[src/rtl/calc_pkg.sv]
// Shared calculator definitions: display status codes, special digit codes,
// print sequencer states and the BCD sizing helper.
package calc_pkg;

  localparam logic [1:0] ST_ERR   = 2'b00;
  localparam logic [1:0] ST_BUSY  = 2'b01;
  localparam logic [1:0] ST_READY = 2'b10;
  localparam logic [1:0] ST_PRINT = 2'b11;

  localparam logic [3:0] DIG_BLANK = 4'hF;
  localparam logic [3:0] DIG_ERR   = 4'hE;

  typedef enum logic [1:0] {
    P_IDLE = 2'b00,
    P_CONV = 2'b01,
    P_SCAN = 2'b10,
    P_FIN  = 2'b11
  } print_state_e;

  // Decimal digits needed to hold any unsigned w-bit value (smallest n with 10^n >= 2^w).
  function automatic int bcd_digits(input int w);
    longint lim;
    longint p;
    int     n;
    lim = 64'sd1 <<< w;
    p   = 64'sd1;
    n   = 32'sd0;
    while (p < lim) begin
      p = p * 64'sd10;
      n = n + 32'sd1;
    end
    return n;
  endfunction

endpackage

[src/rtl/calc_print_ctrl_bin2bcd.sv]
// Iterative double-dabble converter: load captures the binary value, each step
// performs one add-3 adjust plus shift; done flags the step that finishes it.
module bin2bcd_seq
  import calc_pkg::*;
#(
  parameter int VAL_W = 27,
  parameter int BCD_W = 36
) (
  input  logic             clock,
  input  logic             reset,
  input  logic             load,
  input  logic             step,
  input  logic [VAL_W-1:0] value,
  output logic [BCD_W-1:0] bcd,
  output logic [BCD_W-1:0] bcd_next,
  output logic             done
);

  localparam int CW = $clog2(VAL_W + 1);

  logic [VAL_W-1:0] bin_r;
  logic [BCD_W-1:0] bcd_r;
  logic [CW-1:0]    cnt_r;
  logic [BCD_W-1:0] adj_s;

  // Add-3 correction of every digit >= 5, then shift in the next binary bit.
  always_comb begin
    adj_s = bcd_r;
    for (int d = 0; d < BCD_W / 4; d++) begin
      if (bcd_r[4*d +: 4] >= 4'd5) begin
        adj_s[4*d +: 4] = bcd_r[4*d +: 4] + 4'd3;
      end else begin
        adj_s[4*d +: 4] = bcd_r[4*d +: 4];
      end
    end
    bcd_next = {adj_s[BCD_W-2:0], bin_r[VAL_W-1]};
  end

  // Shift registers and step counter.
  always_ff @(posedge clock or posedge reset) begin
    if (reset) begin
      bin_r <= '0;
      bcd_r <= '0;
      cnt_r <= '0;
    end else if (load) begin
      bin_r <= value;
      bcd_r <= '0;
      cnt_r <= '0;
    end else if (step && (cnt_r != CW'(VAL_W))) begin
      bin_r <= {bin_r[VAL_W-2:0], 1'b0};
      bcd_r <= bcd_next;
      cnt_r <= cnt_r + CW'(1);
    end
  end

  assign bcd  = bcd_r;
  assign done = step && (cnt_r == CW'(VAL_W - 1));

endmodule

[src/rtl/calc_print_ctrl.sv]
// Result print sequencer: converts a latched binary value to BCD, then walks the
// display positions emitting one digit (or blank/error code) per hold window.
module calc_print_ctrl
  import calc_pkg::*;
#(
  parameter int VAL_W    = 27,
  parameter int DIGITS   = 8,
  parameter int HOLD     = 1,
  parameter int BLANK_LZ = 1
) (
  input  logic             clock,
  input  logic             reset,
  input  logic             start,
  input  logic [VAL_W-1:0] value,
  input  logic             error_in,
  output logic             busy,
  output logic             done,
  output logic             digit_valid,
  output logic [3:0]       data,
  output logic [3:0]       pos,
  output logic [1:0]       status
);

  localparam int BCD_W = 4 * bcd_digits(VAL_W);
  localparam int HW    = (HOLD > 1) ? $clog2(HOLD) : 1;

  print_state_e     state_r, state_s;
  logic             bad_r, bad_s;
  logic [3:0]       pos_cnt_r, pos_cnt_s;
  logic [HW-1:0]    hold_cnt_r, hold_cnt_s;
  logic             load_s, step_s, conv_last_s, ovf_s;
  logic [BCD_W-1:0] bcd_s, bcd_next_s, tail_s;
  logic             busy_s, done_s, dv_s;
  logic [3:0]       data_s, pos_s;
  logic [1:0]       status_s;

  bin2bcd_seq #(.VAL_W(VAL_W), .BCD_W(BCD_W)) u_conv (
    .clock    (clock),
    .reset    (reset),
    .load     (load_s),
    .step     (step_s),
    .value    (value),
    .bcd      (bcd_s),
    .bcd_next (bcd_next_s),
    .done     (conv_last_s)
  );

  // Overflow looks at the post-shift value so status is correct from the first scan cycle.
  assign ovf_s  = (bcd_next_s >> (4 * DIGITS)) != '0;
  assign tail_s = bcd_s >> {pos_cnt_r, 2'b00};

  // Next-state and next-output decode.
  always_comb begin
    state_s    = state_r;
    bad_s      = bad_r;
    pos_cnt_s  = pos_cnt_r;
    hold_cnt_s = hold_cnt_r;
    load_s     = 1'b0;
    step_s     = 1'b0;
    done_s     = 1'b0;
    dv_s       = 1'b0;
    data_s     = data;
    pos_s      = pos;
    status_s   = status;
    case (state_r)
      P_IDLE: begin
        if (start) begin
          load_s     = 1'b1;
          bad_s      = error_in;
          pos_cnt_s  = 4'd0;
          hold_cnt_s = '0;
          if (error_in) begin
            state_s  = P_SCAN;
            status_s = ST_ERR;
          end else begin
            state_s  = P_CONV;
            status_s = ST_BUSY;
          end
        end else begin
          state_s = P_IDLE;
        end
      end
      P_CONV: begin
        step_s = 1'b1;
        if (conv_last_s) begin
          state_s  = P_SCAN;
          bad_s    = ovf_s;
          status_s = ovf_s ? ST_ERR : ST_PRINT;
        end else begin
          state_s = P_CONV;
        end
      end
      P_SCAN: begin
        dv_s  = (hold_cnt_r == '0);
        pos_s = pos_cnt_r;
        // Leading-zero blank: everything from this position upward is zero.
        if (bad_r) begin
          data_s = DIG_ERR;
        end else if ((BLANK_LZ != 0) && (pos_cnt_r != 4'd0) && (tail_s == '0)) begin
          data_s = DIG_BLANK;
        end else begin
          data_s = tail_s[3:0];
        end
        if (hold_cnt_r == HW'(HOLD - 1)) begin
          hold_cnt_s = '0;
          if (pos_cnt_r == 4'(DIGITS - 1)) begin
            state_s = P_FIN;
          end else begin
            pos_cnt_s = pos_cnt_r + 4'd1;
          end
        end else begin
          hold_cnt_s = hold_cnt_r + HW'(1);
        end
      end
      P_FIN: begin
        state_s  = P_IDLE;
        done_s   = 1'b1;
        pos_s    = 4'd0;
        status_s = bad_r ? ST_ERR : ST_READY;
      end
      default: begin
        state_s = P_IDLE;
      end
    endcase
    busy_s = (state_s != P_IDLE);
  end

  // State, counters and registered display outputs.
  always_ff @(posedge clock or posedge reset) begin
    if (reset) begin
      state_r     <= P_IDLE;
      bad_r       <= 1'b0;
      pos_cnt_r   <= 4'd0;
      hold_cnt_r  <= '0;
      busy        <= 1'b0;
      done        <= 1'b0;
      digit_valid <= 1'b0;
      data        <= 4'd0;
      pos         <= 4'd0;
      status      <= ST_READY;
    end else begin
      state_r     <= state_s;
      bad_r       <= bad_s;
      pos_cnt_r   <= pos_cnt_s;
      hold_cnt_r  <= hold_cnt_s;
      busy        <= busy_s;
      done        <= done_s;
      digit_valid <= dv_s;
      data        <= data_s;
      pos         <= pos_s;
      status      <= status_s;
    end
  end

endmodule

[config.mk]
export PLATFORM = sky130hd
export DESIGN_NAME = calc_print_ctrl
export DESIGN_NICKNAME = d
export VERILOG_FILES = /design/src/rtl/calc_pkg.sv /design/src/rtl/calc_print_ctrl_bin2bcd.sv /design/src/rtl/calc_print_ctrl.sv
export SDC_FILE = /design/constraint.sdc
export NUM_CORES = 1
export LEC_CHECK = 0
export CORE_MARGIN = 5
export CORE_UTILIZATION = 40
export DETAILED_ROUTE_END_ITERATION = 8
export PLACE_DENSITY = 0.65
export REMOVE_ABC_BUFFERS = 1
export SYNTH_ARGS = -nofsm -noshare
export SYNTH_HDL_FRONTEND = slang
export SYNTH_SLANG_ARGS = --single-unit
[constraint.sdc]
create_clock -name clock -period 2.71 [get_ports clock]
set_input_delay 0.542 -clock clock [delete_from_list [all_inputs] [get_ports clock]]
set_output_delay 0.542 -clock clock [all_outputs]
set_load 0.03 [all_outputs]
After elaboration in Yosys (flattened, before gate mapping) --
Index checks and enable logic that the tools add are counted.
Operators by class: equality and inequality tests 10, $lt $le $gt $ge 9, add/sub/neg operators 12, reductions and logical operators 17, bitwise gates (word level) 1, mux-type cells 45, shifts and indexed selects 1
Operator list (number):
- 2-to-1 mux 36 bit | 2
- 2-to-1 mux 27 bit | 2
- 2-to-1 mux 4 bit | 13
- >= comparator 4 x 3 -> 1 bit, second input constant | 9
- zero test 36 bit | 1
- nonzero test 36 bit | 1
- >> shifter 36 x 6 -> 36 bit | 1
- adder 4 x 2 -> 4 bit, second input constant | 8
- 2-to-1 mux 2 bit | 9
- case mux 4 bit (2 select lines) | 2
- 2-to-1 mux 1 bit | 10
- 2-to-1 mux 5 bit | 2
- nonzero test 2 bit | 5
- inequality test 2 bit, second input constant | 4
- case mux 2 bit (4 select lines) | 1
- case mux 2 bit (3 select lines) | 1
- AND reduction 3 bit | 2
- adder 5 x 1 -> 5 bit, second input constant | 1
- == test 5 bit, second input constant | 1
- inequality test 5 bit, second input constant | 1
- adder 4 x 1 -> 4 bit, second input constant | 1
- == test 2 bit, second input constant | 2
- == test 4 x 3 -> 1 bit, second input constant | 1
- case mux 1 bit (2 select lines) | 2
- 11 further kinds | 13
Word-level totals: output and inout bits 13, word-level logic and storage cells 108, register bits after elaboration 89

Logic depth before layout (Yosys ltp) --
depth in word-level cells 6, gate-level depth with buffers 8

Modules after synthesis --
A second synthesis with hierarchy kept.
Second synthesis, totals: cells, all modules 524, area, all modules 5041.1 um2
Modules (own cells, without submodules):
- bin2bcd_seq | cells an instance 367, seq. area each 1701.6 um2, area an instance 3593.4 um2, times used 1
- calc_print_ctrl | cells an instance 157, seq. area each 501.7 um2, area an instance 1447.6 um2, times used 1

Least setup slack after synthesis --
OpenSTA, ideal clock, no wires.
path type reg-to-reg, from reg state_r[1], to reg u_conv.bcd_r[12], in the netlist u_conv.bcd[12], arrival time 1.807 ns, required time 2.616 ns, buffers on the path 2, setup slack 0.810 ns, setup time 0.094 ns, stages on the path, launching flop included 9, path through dfrtp_1 -> inv_1 -> ha_1 -> clkbuf_1 -> inv_1 -> nor2_1 -> clkbuf_1 -> nor2_1 -> a211oi_1
On the way: cells in the longest elaborated chain, start to end 4, elaborated cells on any way between the ends 7, classes of those cells 1 x eq/ne; 3 x mux; 3 x reduce/logical
RTL lines:
- from (decl) | RTL line calc_print_ctrl.sv:27 | print_state_e state_r, state_s;
- from (signal assigned) | RTL line calc_print_ctrl.sv:142 | state_r <= state_s;
- == test 2 x 1 -> 1 bit | RTL line calc_print_ctrl.sv:65 | case (state_r)
- 2-to-1 mux 1 bit | RTL line calc_print_ctrl.sv:65
- logical AND 1 bit | RTL line calc_print_ctrl_bin2bcd.sv:49 | end else if (step && (cnt_r != CW'(VAL_W))) begin
- nonzero test 2 bit (no source line)
- to (signal assigned) | RTL line calc_print_ctrl_bin2bcd.sv:51 | bcd_r <= bcd_next;
- to (decl) | RTL line calc_print_ctrl_bin2bcd.sv:22 | logic [BCD_W-1:0] bcd_r;
Several ways; a longest one is shown, not always the timed one. A chain may end at the register's enable or synchronous reset.

Worst setup path after layout --
from reg pos_cnt_r[1], to reg data[2]
On the way: cells in the longest elaborated chain, start to end 5, elaborated cells on any way between the ends 6, classes of those cells 1 x shift; 2 x mux; 3 x reduce/logical
RTL lines:
- from (decl) | RTL line calc_print_ctrl.sv:29 | logic [3:0] pos_cnt_r, pos_cnt_s;
- from (signal assigned) | RTL line calc_print_ctrl.sv:144 | pos_cnt_r <= pos_cnt_s;
- >> shifter 36 x 6 -> 36 bit | RTL line calc_print_ctrl.sv:50 | assign tail_s = bcd_s >> {pos_cnt_r, 2'b00};
- zero test 36 bit | RTL line calc_print_ctrl.sv:99 | end else if ((BLANK_LZ != 0) && (pos_cnt_r != 4'd0) && (tail_s == '0)) begin
- logical AND 1 bit | RTL line calc_print_ctrl.sv:99
- 2-to-1 mux 4 bit * | RTL line calc_print_ctrl.sv:99
- 2-to-1 mux 4 bit * | RTL line calc_print_ctrl.sv:97 | if (bad_r) begin
- to (signal assigned) | RTL line calc_print_ctrl.sv:149 | data <= data_s;
- to (decl) | RTL line calc_print_ctrl.sv:19 | output logic [3:0] data,
Mark *: on every way between the ends. The rest lies on a longest branch, timed or not.

==> results.txt <==
----------------------------------------------------
[Job]
  Max-cap violations ... 0

[Worst setup path]
  Data arrival time of the critical path ... 2470 ps
  Worst r2r dst ... data[2]
  Launch instance of the worst register-to-register path ... pos_cnt_r[1]
  Largest incremental delay on the critical path ... 640 ps
  Worst setup EP type ... register
  Largest fanout on the critical path ... 11
  Master of the slowest instance on the critical path ... sky130_fd_sc_hd__nor4b_1
  Capturing element of the worst setup path ... data[2]
  Startpoint type of the worst setup path ... register
  Reg2reg path depth ... 7
  First element of the critical path ... pos_cnt_r[1]
  Largest delay share family, worst path ... compound AO/OA/AOI/OAI gates
  Startpoint-to-endpoint class of the critical path ... register to register
  Cell-by-cell listing of the critical path ... buf_4, nor4b_1, o2bb2ai_1, a211oi_2, o311ai_1, a211oi_2, o22a_1
  CP Buf/Inv Count ... 1
  Library cell appearing most often on the critical path ... sky130_fd_sc_hd__a211oi_2
  Crit path required time ... 2940 ps
  Register-to-register setup slack ... between 400 and 500 ps
  Critical Path Stages ... 7

[Logic synthesis]
  Main synth FF type ... sky130_fd_sc_hd__dfrtp_1
  Syn_area_per_cell ... 8.46 µm²
  Top cells by count, synth ... sky130_fd_sc_hd__nand2_1, sky130_fd_sc_hd__dfrtp_1, sky130_fd_sc_hd__nor2_1
  Synth Warn # ... 0
  Number of flops mapped to enable cells by yosys ... 0
  Post-Synthesis Cell Area ... about 5100 µm²
  Share of synthesized area occupied by flip-flops and latches ... 43.1%
  Number of unique standard cell types used by synthesis ... 50
  Biggest area consumer among synthesized cells ... sky130_fd_sc_hd__dfrtp_1
  Register bit count reported by yosys ... 88
  Most common cell in the synthesized netlist ... sky130_fd_sc_hd__nand2_1
  Async set or reset register ratio after synthesis ... 100%
  Instance count of the mapped netlist ... 605
  Top cells by area, synth ... sky130_fd_sc_hd__dfrtp_1, sky130_fd_sc_hd__nand2_1, sky130_fd_sc_hd__ha_1
  Share of Yosys cell area claimed by the top area cell type ... a little over two fifths

[Timing]
  Smallest hold slack ... 473 ps
  Shortest period the worst path allows ... ~2200 ps
  Slew Limit Headroom ... 52.7%
  Max-slew violation count ... 0
  Slew at the pin closest to its max-slew limit ... between 700 and 800 ps
  Largest clock skew in the final design ... 7.90 ps
  Setup repair after global routing missed its margin ... no
  Final setup viols ... 0
  Max Fclk ... 0.446 GHz
  Period Utilization, post-route ... ~83%
  Hold Violations, Final ... 0

[Clock network]
  Buffer count from post-CTS setup fixing ... 0
  TritonCTS clock tree ... built
  Total number of clock tree sinks ... 88
  Count of instances resized after the clock tree is built ... 0
  Clock latency at the later pin of the worst-skew pair ... 350 ps
  H-tree levels ... 3
  Cell at the root of the clock tree ... sky130_fd_sc_hd__clkbuf_16
  Clock edge transition at the registers on the reported setup and hold paths ... 60 ps
  TritonCTS Buffers ... 9
  Hold Buf Count CTS ... 0
  Bufs on Longest Clock Path ... 2

[Floorplan]
  Die Outline Area ... ~15,000 µm²
  Floorplan core area ... 12,600 µm²
  Die Ht ... between 100 and 150 µm
  Total I/O pin count ... 44
  Overall die width ... 123 µm
  Row count ... just over 40
  Starting density of the core ... 40.7%

[Power]
  Power density over the cells ... 1220 nW/µm²
  Static power due to leakage ... 2.54 nW
  Maximum ir drop on the vdd rail ... 0.508 mV
  Sum of internal, switching and leakage power ... ~7.4 mW

[Place]
  Estimated wirelength of the detail-placed design ... 7910 µm
  Count of buffers from port buffering ... 43
  Number of instances in the placed design ... 797
  GP Congestion ... 0.867

[GRT]
  First-pass GRT wire length ... 20,500 µm
  Remaining global-route overflow ... 0
  Vias in the first global route ... 4,180
  Overall Global Routing Usage ... 16.9%
  Antenna violations before repair ... 0
  Pin count of the biggest net entering global routing ... a little over 70

[Route]
  Post-DRT Antenna Nets ... 0
  Routed wire per std cell ... 14.4 µm
  Detailed-route DRC error count ... 0
  Total Wirelength ... 11,700 µm
  DRC violation total after the first TritonRoute iteration ... 275
  Count of TritonRoute iterations in the first routing pass ... 5
  Vias per cell ... 5.29
  Vias after detailed routing ... around 4,300

[Final layout]
  Proportion of layout cells with a drive suffix above 1 ... under 10%
  Number of antenna cells inserted ... 0
  Total number of nets in the final design ... 694
  Number of cells in the finished layout apart from fillers ... 813
  Area overhead of the layout relative to synthesis ... 18.6%

[Min path]
  Hold/Removal Path Class ... register to register

[Outcome]
  Outcome ... finished clean

----------------------------------------------------
## layer usage
metal	global-route usage [%]	share of wire, %	wire (µm)
met5	0	0	0
met4	3.39	0.83	97
met3	4.80	4.3	501
met2	26.9	47	5530
met1	23.3	48	5560
## placed cells by master, fill, tap and decap left out, types with 5 or more instances in the layout
master / Yosys / layout
sky130_fd_sc_hd__nor4_1: 8 / 8
sky130_fd_sc_hd__nand2b_1: 10 / 10
sky130_fd_sc_hd__nand4_1: 5 / 5
sky130_fd_sc_hd__mux2i_1: 14 / 14
sky130_fd_sc_hd__clkbuf_16: 0 / 9
sky130_fd_sc_hd__a211oi_1: 10 / 10
sky130_fd_sc_hd__nand3_1: 16 / 16
sky130_fd_sc_hd__nor3b_1: 7 / 7
sky130_fd_sc_hd__o21ai_1: 12 / 11
sky130_fd_sc_hd__nor2_1: 67 / 66
sky130_fd_sc_hd__dfrtp_1: 87 / 87
sky130_fd_sc_hd__xnor2_1: 10 / 10
sky130_fd_sc_hd__a31oi_1: 29 / 29
sky130_fd_sc_hd__ha_1: 27 / 27
sky130_fd_sc_hd__o22ai_1: 5 / 5
sky130_fd_sc_hd__clkdlybuf4s50_1: 0 / 43
sky130_fd_sc_hd__a21oi_1: 51 / 51
sky130_fd_sc_hd__nand2_1: 117 / 116
sky130_fd_sc_hd__buf_4: 1 / 9
sky130_fd_sc_hd__o21ai_0: 24 / 24
sky130_fd_sc_hd__inv_1: 25 / 24
sky130_fd_sc_hd__xor2_1: 5 / 5
## how the worst min path moves through the flow
| stage | from | end | cells after the start |
|---|---|---|---|
| finish | status[1] | status[1] | 2 |
| global route | status[1] | status[1] | 2 |
| CTS | status[1] | status[1] | 2 |
| detailed placement | status[1] | status[1] | 2 |
| global placement | status[1] | status[1] | 2 |
| floorplan | u_conv.bin_r[26] | u_conv.bcd[0] | 2 |
## worst reg2reg max path, cell delays in order, from the launching register on
cell                        delay (ps)
sky130_fd_sc_hd__dfrtp_1           530
sky130_fd_sc_hd__buf_4             240
sky130_fd_sc_hd__nor4b_1           640
sky130_fd_sc_hd__o2bb2ai_1         210
sky130_fd_sc_hd__a211oi_2           60
sky130_fd_sc_hd__o311ai_1          140
sky130_fd_sc_hd__a211oi_2          120
sky130_fd_sc_hd__o22a_1            190
## kinds of logic after synthesis
group,after synthesis,share of synthesized area [%]
AO/OA/AOI/OAI,151,17.6
XOR/XNOR,15,2.57
adder cells (fa/ha/maj),27,6.60
buffers and inverters,62,4.96
flip-flops,88,43.1
multiplexers,18,4.50
AND/OR/NAND/NOR,244,20.7
## sequential cells by signal, summed over array words and instances, names as in the netlist, 2 cells and up
name and flops:
state_r 2, pos_cnt_r 4, status 2, pos 4, data 4, u_conv.bcd 36, u_conv.cnt_r 5, u_conv.bin_r 27
## where the power goes
group | internal (mW) | switching (mW)
Clock | 0.837 | 0.507
Sequential | 1.88 | 0.599
Combinational | 1.53 | 2.08
Total | 4.24 | 3.18
## area by class of cell
type / instances / area [µm²]
clock buffer: 12 / 246
clock inverter: 4 / 76.3
fill: 1197 / 6500
inverter: 28 / 106
multi-input combinational: 455 / 2680
sequential: 88 / 2200
tap: 172 / 215
timing repair buffer: 54 / 538
## stage by stage
stage	utilization, %	TNS (ps)	instance area, µm²	setup slack [ps]
finish	48.3	0	6070	469
floorplan	-	-57860	4970	-922
global route	48.3	0	6070	304
CTS	48.3	0	6070	462
detailed placement	45.7	0	5740	505
global placement	45.7	0	5740	531
(Power assumes the default switching activity.)
